File: config.mk
export PLATFORM = sky130hd
export DESIGN_NAME = vga_ctrl
export DESIGN_NICKNAME = d
export VERILOG_FILES = /design/src/rtl/vga_timing_pkg.sv /design/src/rtl/vga_ctrl.sv
export SDC_FILE = /design/constraint.sdc
export NUM_CORES = 1
export LEC_CHECK = 0
export CAP_MARGIN = 5
export CORE_UTILIZATION = 44
export DETAILED_ROUTE_END_ITERATION = 8
export PLACE_DENSITY = 0.78
export RECOVER_POWER = 50
export REMOVE_ABC_BUFFERS = 1
export SLEW_MARGIN = 5
export SYNTH_ARGS = -nofsm -noshare
export SYNTH_HDL_FRONTEND = slang
export SYNTH_SLANG_ARGS = --single-unit
File: constraint.sdc
create_clock -name vga_clk -period 2.35 [get_ports vga_clk]
set_input_delay 0.5875 -clock vga_clk [delete_from_list [all_inputs] [get_ports vga_clk]]
set_output_delay 0.5875 -clock vga_clk [all_outputs]
set_load 0.03 [all_outputs]
File: src/rtl/vga_timing_pkg.sv
// Shared VGA timing defaults and coordinate widths for the 640x480@60 raster.
package vga_timing_pkg;

   localparam int unsigned CW    = 12;
   localparam int unsigned RGB_W = 24;

   localparam int unsigned H_SYNC_DEF   = 96;
   localparam int unsigned H_BACK_DEF   = 48;
   localparam int unsigned H_ACTIVE_DEF = 640;
   localparam int unsigned H_FRONT_DEF  = 16;
   localparam int unsigned H_TOTAL      = H_SYNC_DEF + H_BACK_DEF + H_ACTIVE_DEF + H_FRONT_DEF;

   localparam int unsigned V_SYNC_DEF   = 2;
   localparam int unsigned V_BACK_DEF   = 33;
   localparam int unsigned V_ACTIVE_DEF = 480;
   localparam int unsigned V_FRONT_DEF  = 10;
   localparam int unsigned V_TOTAL      = V_SYNC_DEF + V_BACK_DEF + V_ACTIVE_DEF + V_FRONT_DEF;

   localparam int unsigned LEAD_DEF = 1;

endpackage

File: src/rtl/vga_ctrl.sv
// VGA raster timing generator: counters, window decode, pixel request addresses
// that run LEAD clocks ahead of display, and a registered output stage.
module vga_ctrl
   import vga_timing_pkg::*;
#(
   parameter int unsigned H_SYNC   = H_SYNC_DEF,
   parameter int unsigned H_BACK   = H_BACK_DEF,
   parameter int unsigned H_ACTIVE = H_ACTIVE_DEF,
   parameter int unsigned H_FRONT  = H_FRONT_DEF,
   parameter int unsigned V_SYNC   = V_SYNC_DEF,
   parameter int unsigned V_BACK   = V_BACK_DEF,
   parameter int unsigned V_ACTIVE = V_ACTIVE_DEF,
   parameter int unsigned V_FRONT  = V_FRONT_DEF,
   parameter int unsigned LEAD     = LEAD_DEF
) (
   input  logic              vga_clk,
   input  logic              rst,
   input  logic [RGB_W-1:0]  rgb_in,
   output logic [CW-1:0]     addr_h,
   output logic [CW-1:0]     addr_v,
   output logic              vga_hs,
   output logic              vga_vs,
   output logic              vga_de,
   output logic [RGB_W-1:0]  rgb_out,
   output logic              frame_start
);

   localparam int unsigned HT    = H_SYNC + H_BACK + H_ACTIVE + H_FRONT;
   localparam int unsigned VT    = V_SYNC + V_BACK + V_ACTIVE + V_FRONT;
   localparam int unsigned HS0   = H_SYNC + H_BACK;
   localparam int unsigned HE    = HS0 + H_ACTIVE - 1;
   localparam int unsigned VS0   = V_SYNC + V_BACK;
   localparam int unsigned VE    = VS0 + V_ACTIVE - 1;
   localparam int unsigned RQ_LO = HS0 - LEAD;
   localparam int unsigned RQ_HI = HE - LEAD;

   logic [CW-1:0] h_cnt;
   logic [CW-1:0] v_cnt;
   logic          hs_raw;
   logic          vs_raw;
   logic          v_act;
   logic          de_raw;
   logic          req_win;

   // Pixel and line counters; the frame wraps when both roll over together.
   always_ff @(posedge vga_clk) begin
      if (rst) begin
         h_cnt <= '0;
         v_cnt <= '0;
      end else if (h_cnt == CW'(HT - 1)) begin
         h_cnt <= '0;
         if (v_cnt == CW'(VT - 1)) begin
            v_cnt <= '0;
         end else begin
            v_cnt <= v_cnt + CW'(1);
         end
      end else begin
         h_cnt <= h_cnt + CW'(1);
      end
   end

   assign hs_raw  = (h_cnt < CW'(H_SYNC));
   assign vs_raw  = (v_cnt < CW'(V_SYNC));
   assign v_act   = (v_cnt >= CW'(VS0)) && (v_cnt <= CW'(VE));
   assign de_raw  = v_act && (h_cnt >= CW'(HS0)) && (h_cnt <= CW'(HE));
   assign req_win = v_act && (h_cnt >= CW'(RQ_LO)) && (h_cnt <= CW'(RQ_HI));

   // Addresses are 1-based and lead the display window by the source latency.
   assign addr_h = req_win ? (h_cnt - CW'(RQ_LO) + CW'(1)) : '0;
   assign addr_v = v_act   ? (v_cnt - CW'(VS0)   + CW'(1)) : '0;

   always_ff @(posedge vga_clk) begin
      if (rst) begin
         vga_hs      <= 1'b1;
         vga_vs      <= 1'b1;
         vga_de      <= 1'b0;
         rgb_out     <= '0;
         frame_start <= 1'b0;
      end else begin
         vga_hs      <= ~hs_raw;
         vga_vs      <= ~vs_raw;
         vga_de      <= de_raw;
         rgb_out     <= de_raw ? rgb_in : '0;
         frame_start <= (h_cnt == '0) && (v_cnt == '0);
      end
   end

endmodule

# Word-level counts from Yosys, hierarchy flattened
# Index checks and enable logic that the tools add are counted.
dict set report classes {
  n_div 0
  n_shift 0
  mux 3
  n_eq_ne 2
  reduce_logical 10
  n_lt_le_gt_ge 8
  mul 0
  add_sub_neg 6
  n_bitwise 3
}
# cell n
set ops {}
lappend ops {{adder 12 x 1 -> 12 bit (second input constant)} 4}
lappend ops {{<= comparator 12 x 10 -> 1 bit (second input constant)} 3}
lappend ops {{two-way mux 12 bit} 3}
lappend ops {{equality test 12 x 10 -> 1 bit (second input constant)} 2}
lappend ops {{greater-or-equal comparator 12 x 8 -> 1 bit (second input constant)} 2}
lappend ops {{zero test 12 bit} 2}
lappend ops {{greater-or-equal comparator 12 x 6 -> 1 bit (second input constant)} 1}
lappend ops {{less-than comparator 12 x 2 -> 1 bit (second input constant)} 1}
lappend ops {{less-than comparator 12 x 7 -> 1 bit (second input constant)} 1}
lappend ops {{subtractor 12 x 6 -> 12 bit (second input constant)} 1}
lappend ops {{subtractor 12 x 8 -> 12 bit (second input constant)} 1}
lappend ops {{logical AND 1 bit} 6}
lappend ops {{OR reduction 2 bit} 2}
lappend ops {{inverter 1 bit} 3}
dict set report totals {
  mem_bits_ro 0
  elab_cells 39
  mem_count 0
  inputBits 26
  latchBits 0
  reg_bits 52
  ramBits 0
}

# Logic depth before layout (Yosys ltp)
dict set report logic_depth {
  ltp_word 6
  ltp_mapped 8
  ltp_nobuf 6
}

# Worst setup path before layout
# No wires, ideal clock.
dict set report synth_timing {
  path_kind {register -> output}
  from {register h_cnt[5]}
  to {output port addr_h[7]}
  path_buffers 1
  slack_ns -0.732
  t_required_ns 1.762
  path_stages_with_launch 6
  arrival_ns 2.495
  cell_sequence {dfxtp_1 -> buf_6 -> or4_4 -> a311oi_2 -> o211ai_4 -> nor4b_1}
}
dict set report synth_via {
  elab_chain_cells 4
  elab_cells_between_ends 7
  cone_classes {2 x add/sub; 2 x order compare; 1 x mux; 2 x reduce/logical}
}
# element line_no
set synth_lines {}
lappend synth_lines {{start: declaration} vga_ctrl.sv:37} ;# logic [CW-1:0] h_cnt;
lappend synth_lines {{start signal: assignment} vga_ctrl.sv:58} ;# h_cnt <= h_cnt + CW'(1);
lappend synth_lines {{branches (longest 3 deep; another with subtractor 12 x 8 -> 12 bit)} n/a}
lappend synth_lines {{two-way mux 12 bit *} vga_ctrl.sv:69} ;# assign addr_h = req_win ? (h_cnt - CW'(RQ_LO) + CW'(1)) : '0;
lappend synth_lines {{end: declaration} vga_ctrl.sv:19} ;# output logic [CW-1:0] addr_h,
# Every way passes the cells marked *.

# Worst setup path after layout
dict set report layout_timing {
  from {register h_cnt[7]}
  to {output port addr_h[4]}
}
dict set report layout_via {
  elab_chain_cells 4
  elab_cells_between_ends 5
  cone_classes {2 x order compare; 1 x mux; 2 x reduce/logical}
}
# element line_no
set layout_lines {}
lappend layout_lines {{greater-or-equal comparator 12 x 8 -> 1 bit} vga_ctrl.sv:66} ;# assign req_win = v_act && (h_cnt >= CW'(RQ_LO)) && (h_cnt <= CW'(RQ_HI));
lappend layout_lines {{logical AND 1 bit} vga_ctrl.sv:66}
lappend layout_lines {{logical AND 1 bit *} vga_ctrl.sv:66}
lappend layout_lines {{two-way mux 12 bit *} vga_ctrl.sv:69}
# Every way passes the cells marked *; elsewhere a longest branch is shown, timed or not.

==> impl_summary.md <==
Outcome
The run finished, with violations left. The checks that failed: setup timing.

Route
The total detailed-routing wirelength is 8585 um. For this run, design rule violations remaining after detail routing come to 0. After detailed routing, the average wire length per cell comes to 16.35 um. Using the TritonRoute via totals, the vias-per-cell ratio works out to 5.333. The detailed router placed 2800 vias in this run.

The detail route stage leaves a number of antenna-violating nets equal to 0. The iteration count of the initial detailed-routing pass is 4. The detailed router finished its first iteration with 181 violations.

Critical path
The kind of end point of the critical path is a primary output. In this run the worst path has a maximum fanout of 4. The worst reg-to-reg setup slack is 110 ps.

The critical path is of the reg2out type. The worst-case reg-to-reg path depth is 6. The kind of launch point of the worst setup path is a register. The required arrival time at the worst endpoint is 1760 ps. At the worst endpoint, the arrival time is 2190 ps.

Synthesis
The gate count of the mapped netlist is 331. The most used flip-flop cell after synthesis is dfxtp_1. After synthesis, the share of flip-flops with an asynchronous set or reset is 0%.

The number of flops mapped to enable cells by yosys is 0. Dividing the synthesized area by the synthesized cell count gives 8.562 sq um. The mapped netlist covers 0.002834 sq mm. Synthesis instantiated 51 different standard cells from the library.

The number of synthesized register bits is 52. The sequential share of the synthesized area is 36.73%. The number of warnings reported in the yosys synthesis log is 0.

Timing
The final-report max-slew violation count was 0. The worst path uses 118.0% of the clock period. At the pin with the least slew margin, the transition time is 527.0 ps. Setup repair after global routing could not meet its margin everywhere. The minimum clock period after layout is 2773 ps. The maximum frequency from static timing analysis is 360.6 MHz. The final hold violation count is 0.

Setup violations remaining at the end of the flow were counted as 24. Between clock sinks in the finished design, the worst skew comes to 7.660 ps. Across all setup checks in the final design, the least slack found is -423.2 ps.

After routing, the total negative slack on setup checks comes to -7318 ps. The worst max-slew margin expressed relative to the limit is 64.87%.

Placement
Port buffering added 77 buffers. The final estimated routing congestion in global placement is 0.9287. Detailed placement ended at an HPWL of 5760 um.

Timing analysis after detailed placement gives a worst setup slack of -346.8 ps.

Cells and area
The number of nets at the end of the flow is 483. The count of antenna diodes in the layout is 0. From synthesis to final layout, the design area changed by 54.22%. Of the cells placed in the final design, the portion with a size suffix greater than 1 is 35.11%.

Min path
Counting instances, the worst hold path has a depth of 2. The min-delay analysis places its worst path in the category reg2reg.

Global route
The first-pass GRT wire length is 12560 um. The all-layer global routing usage is 24.59%. The initial antenna violation count is 0. After global routing the overflow that remains totals 0. The via count of the first global-routing pass was 2567. Entering global routing, the biggest net connects 26 pins.

Die
The horizontal die dimension is 82.26 um. The floorplan step defined a die boundary enclosing 0.006766 sq mm. The floorplan step set the die height to 82.26 um. The floorplan has 28 rows. The initial utilization of the core area, before any placement, comes to 46.76%. For this design the top-level I/O count stands at 78.

The core region is 0.006061 sq mm.

CTS
The maximum clock path buffer count is 2. The clock-pin slew reported for the worst setup and hold paths after clock tree synthesis is 100 ps. The number of sinks driven by the clock tree is 52. TritonCTS built the clock tree. The worst-skew pair later-pin latency is 310 ps. The total clock buffers created by CTS is 5. The H-tree was split into 2 levels.

The cell chosen for the clock root is clkbuf_8.

Power and ir drop
The leakage dissipation is 0.001891 uW. In this run the power density over the cells is 350.2 mW/mm^2. The peak ir drop on the vdd network is 0.3098 mV.

Job
Max-cap violations in this run came to 0.
==> critical path, cell delays in order, from the launching register on <==
cell and delay [ps]:
dfxtp_2 330, or4_4 550, a311oi_4 300, o211ai_4 180
buf_2 190, nor3_2 140, buf_4 180
==> per-layer routing <==
layer / vias up / part of all wire, % / global-route usage, % / wire [um]
met5: - / 0 / 0 / 0
met4: 0 / 2.6 / 9.474 / 219
met3: 21 / 3.8 / 4.945 / 323
met2: 72 / 54 / 43.47 / 4597
met1: 1351 / 40 / 29.02 / 3444
li1: 1356 / - / - / -
==> layout make-up <==
| type | count | area, sq um |
|---|---|---|
| Inverter | 35 | 138.9 |
| Clock inverter | 3 | 22.52 |
| Clock buffer | 5 | 68.82 |
| Sequential cell | 52 | 1054 |
| Fill cell | 442 | 1690 |
| Timing Repair Buffer | 142 | 1270 |
| Multi-Input combinational cell | 213 | 1723 |
| Tap cell | 75 | 93.84 |
==> cells in the final DEF, fill, tap and decap left out, types with 11 or more instances in the layout <==
cell type,instances
clkdlybuf4s50_1,24
inv_1,33
dlygate4sd3_1,29
nand2_1,15
dfxtp_1,46
nor3_1,11
buf_4,62
nor3_2,29
nor2_1,22
buf_6,17
a21oi_1,11
nand3_1,16
xnor2_1,14
==> where the power goes <==
group	switching, uW	leakage [uW]	internal [uW]	total (uW)
Sequential	5.07	0.000424	886	891
Combinational	50.7	0.00142	63.0	114
Clock	311	0.0000485	214	525
==> stage by stage <==
step	hold slack, ps	util [%]	std cells	area (sq um)	total power [uW]
after global routing	566.9	72.11	525	4370	1588
final	531.0	72.11	525	4370	1530
after detailed placement	505.4	64.68	506	3920	1029
after global placement	501.2	64.68	506	3920	1026
after CTS	519.5	70.87	519	4295	1543
after floorplan	448.4	-	300	2668	956.8
==> what timing repair did <==
item / CTS / global route
endpoints found under the setup margin: 24 / 24
hold buffers: 0 / 0
resized for setup: 106 / 16
pin swaps: 17 / 7
setup buffers: 4 / 5
cloned: 1 / 1
==> sequential cells by signal, indices dropped and copies added (netlist names) <==
register and flops:
frame_start 1, vga_de 1, vga_vs 1, rgb_out 24
v_cnt 12, vga_hs 1, h_cnt 12
==> Yosys cell counts, drive strengths merged, types with 3 or more instances <==
master / count / area share [%]
mux2i: 3 / 1.1
buf: 15 / 3.8
ha: 8 / 3.5
nand3: 16 / 2.8
a21oi: 13 / 2.3
nand4: 5 / 1.1
nand2: 15 / 2.0
xnor2: 15 / 4.6
o21ai: 6 / 1.2
xor2: 7 / 2.2
clkbuf: 16 / 2.1
nor3: 40 / 12
nor2: 31 / 4.1
or4: 5 / 1.5
and4: 3 / 0.93
inv: 35 / 4.6
dfxtp: 52 / 37
or3: 4 / 0.88
nand2b: 4 / 0.88
and3: 6 / 1.3
o32ai: 3 / 0.93
==> final timing paths <==
kind                     startpoint                      to
max             h_cnt[7]$_SDFF_PP0_               addr_h[4]
min          v_cnt[11]$_SDFFE_PP0P_  v_cnt[11]$_SDFFE_PP0P_
max reg2reg    h_cnt[10]$_SDFF_PP0_   v_cnt[5]$_SDFFE_PP0P_
min reg2reg  v_cnt[11]$_SDFFE_PP0P_  v_cnt[11]$_SDFFE_PP0P_
==> logic make-up after synthesis <==
group | Yosys count | synth area share (%)
compound gates | 36 | 9.493
fa+ha+maj | 8 | 3.532
buf+inv | 66 | 10.51
xor+xnor | 22 | 6.799
mux | 4 | 1.457
flops | 52 | 36.73
simple gates | 143 | 31.48
No activity file was read; power rests on OpenSTA's default activity.
==> RTL change (same flow settings) <==
The package constant `RGB_W` goes from 24 to 16.
--- a/src/rtl/vga_timing_pkg.sv
+++ b/src/rtl/vga_timing_pkg.sv
@@ -3,5 +3,5 @@
 
    localparam int unsigned CW    = 12;
-   localparam int unsigned RGB_W = 24;
+   localparam int unsigned RGB_W = 16;
 
    localparam int unsigned H_SYNC_DEF   = 96;
Ports: changed (resized rgb_in and rgb_out); port bits go from 78 to 62. No check against the original RTL was run, so the function may have changed too.
==> RTL change against the original RTL <==
- the flow still finishes with violations (setup timing)
- sequential power decreased by 14%
- sequential cell count decreased by 8
- worst setup slack improved by 0.12 ns
- cell area decreased by 14%
- largest power group unchanged
- count of clock-buffer cells in the layout increased by 1
- area after synthesis decreased by 16%
- total power increased by 2.2%
- routed wire length decreased by 12%
- register-to-register slack got worse by 0.12 ns
==> RTL change: results (changes against the original RTL) <==
| Metric | Value |
|---|---|
| HP Start | `h_cnt[3]$_SDFF_PP0_` |
| M2 GR Usage | `42.4% (-1.1 points)` |
| Via count | `2525 (-9.8%)` |
| Switching power | `0.373 mW (+1.6%)` |
| Pleak | `1.61 nW (-15%)` |
| Met3 global-route usage | `5.29% (+0.35 points)` |
| Final layout net count | `416 (-14%)` |
| Yosys cell types | `53 (+3.9%)` |
| Final TNS setup | `-5.64 ns (+1.68 ns)` |
| Filler-free cell count of the finished design | `461 (-12%)` |
| Total track usage | `25.5% (+0.94 points)` |
| IO Port Bufs | `61 (-21%)` |
| DRT met1 WL | `3030 microns (-12%)` |
| Synth top cells by count | `45 x nor2_1, 44 x dfxtp_1, 24 x inv_1` |
| Avg Cell Area, Syn | `8.22 sq um (-4.0%)` |
| PnR worst setup slack | `-0.307 ns (+0.117 ns)` |
| Global-route wire length before repair | `11100 microns (-12%)` |
| Post-synthesis sequential area ratio | `36.8% (+0.087 points)` |
| Layout cell share with drive strength beyond 1 | `37.1% (+2.0 points)` |
| Hpwl dp | `4270 microns (-26%)` |
| Vias in the first global route | `2359 (-8.1%)` |
| Filler Cell Count | `363 (-18%)` |
| Met3 WL | `596 microns (+85%)` |
| VDD IR max | `277 uV (-11%)` |
| Initial DRC Count | `160 (-12%)` |
| Seq. pwr | `0.767 mW (-14%)` |
| Biggest regs | `rgb_out: 16 flops, h_cnt: 12 flops, v_cnt: 12 flops` |
| Total Routed Length | `7560 microns (-12%)` |
| Placed cells | `446 (-12%)` |
| Dpl ws | `-0.0161 ns (+0.331 ns)` |
| Outcome | `finished, violations left` |
| Hold Crit Endpoint | `h_cnt[3]$_SDFF_PP0_` |
| Xor and xnor area share after synthesis | `9.52% (+2.7 points)` |
| GR Util met1 | `31.5% (+2.4 points)` |
| Crit-path leading delay family | `buffers and inverters` |
| Comb power frac | `11.3% (+3.9 points)` |
| Setup violators final | `25 (+4.2%)` |
| R2R Setup Slk | `-0.01 ns (-0.12 ns)` |
| Max incr delay on CP | `0.37 ns (-0.18 ns)` |
| Cell Area, Placed | `3240 sq um (-17%)` |
| RD Place Congestion | `0.952 (+2.6%)` |
| Failing checks | `setup timing` |
| DR pass1 iterations | `5 (+1)` |
| Largest net degree at the start of global routing | `18 (-31%)` |
| Adder and majority gate portion of the synthesized area | `4.18% (+0.65 points)` |
| WL met2 | `3660 microns (-20%)` |
| Post-Route Skew | `0.00426 ns (-0.00340 ns)` |
| Min Hold Slack | `0.536 ns (+0.00454 ns)` |
| Mux share of post-synthesis cell area | `0.418% (-1.0 points)` |
| FF-to-FF Start | `h_cnt[1]$_SDFF_PP0_` |
RTL change: cell count changes after synthesis, moves of 4 or more:
cell / delta
and3_1: -4
inv_1: -11
dfxtp_1: -8
buf_4: +5
nor2_1: +14
clkbuf_1: -14
nor3_2: -25
nand3b_1: +4
nor3_1: +9
nand3_1: -8
RTL change: logic make-up after synthesis:
kind of cell,after synthesis
compound gates,32
buf+inv,46
flops,44
fa+ha+maj,8
mux,1
xor+xnor,26
simple gates,134
RTL change: final cells by class:
| type | count | area [sq um] | share of cell area (%) |
|---|---|---|---|
| clock buffer | 6 | 82.6 | 2.20 |
| clock inverter | 2 | 38.8 | 1.03 |
| sequential | 44 | 901 | 24.0 |
| timing repair buffer | 114 | 1030 | 27.4 |
| inverter | 24 | 92.6 | 2.47 |
| tap | 70 | 87.6 | 2.33 |
| multi-input combinational | 201 | 1530 | 40.6 |
RTL change: what timing repair did:
| item | 4_1_cts | 5_1_grt |
|---|---|---|
| cloned | 1 | 0 |
| pin swaps | 14 | 9 |
| buffers inserted | 5 | 1 |
| gates resized for setup | 71 | 26 |
| setup endpoints to repair | 24 | 24 |
RTL change: worst max-delay path by stage:
stage / from / end / slack (ns)
finish: v_cnt[1]$_SDFFE_PP0P_ / addr_v[7] / -0.31
global route: v_cnt[1]$_SDFFE_PP0P_ / addr_v[7] / -0.33
CTS: v_cnt[1]$_SDFFE_PP0P_ / addr_v[7] / -0.18
detailed placement: v_cnt[0]$_SDFFE_PP0P_ / addr_v[9] / -0.02
global placement: v_cnt[0]$_SDFFE_PP0P_ / addr_v[9] / 0.02
floorplan: v_cnt[1]$_SDFFE_PP0P_ / addr_v[10] / -0.78
RTL change: tightest hold or removal path: cells and delay by family, from the launching register on:
kind	cells	cell delay, ns
AND/OR/NAND/NOR	1	0.07
XOR/XNOR	1	0.07
flip-flops	1	0.37
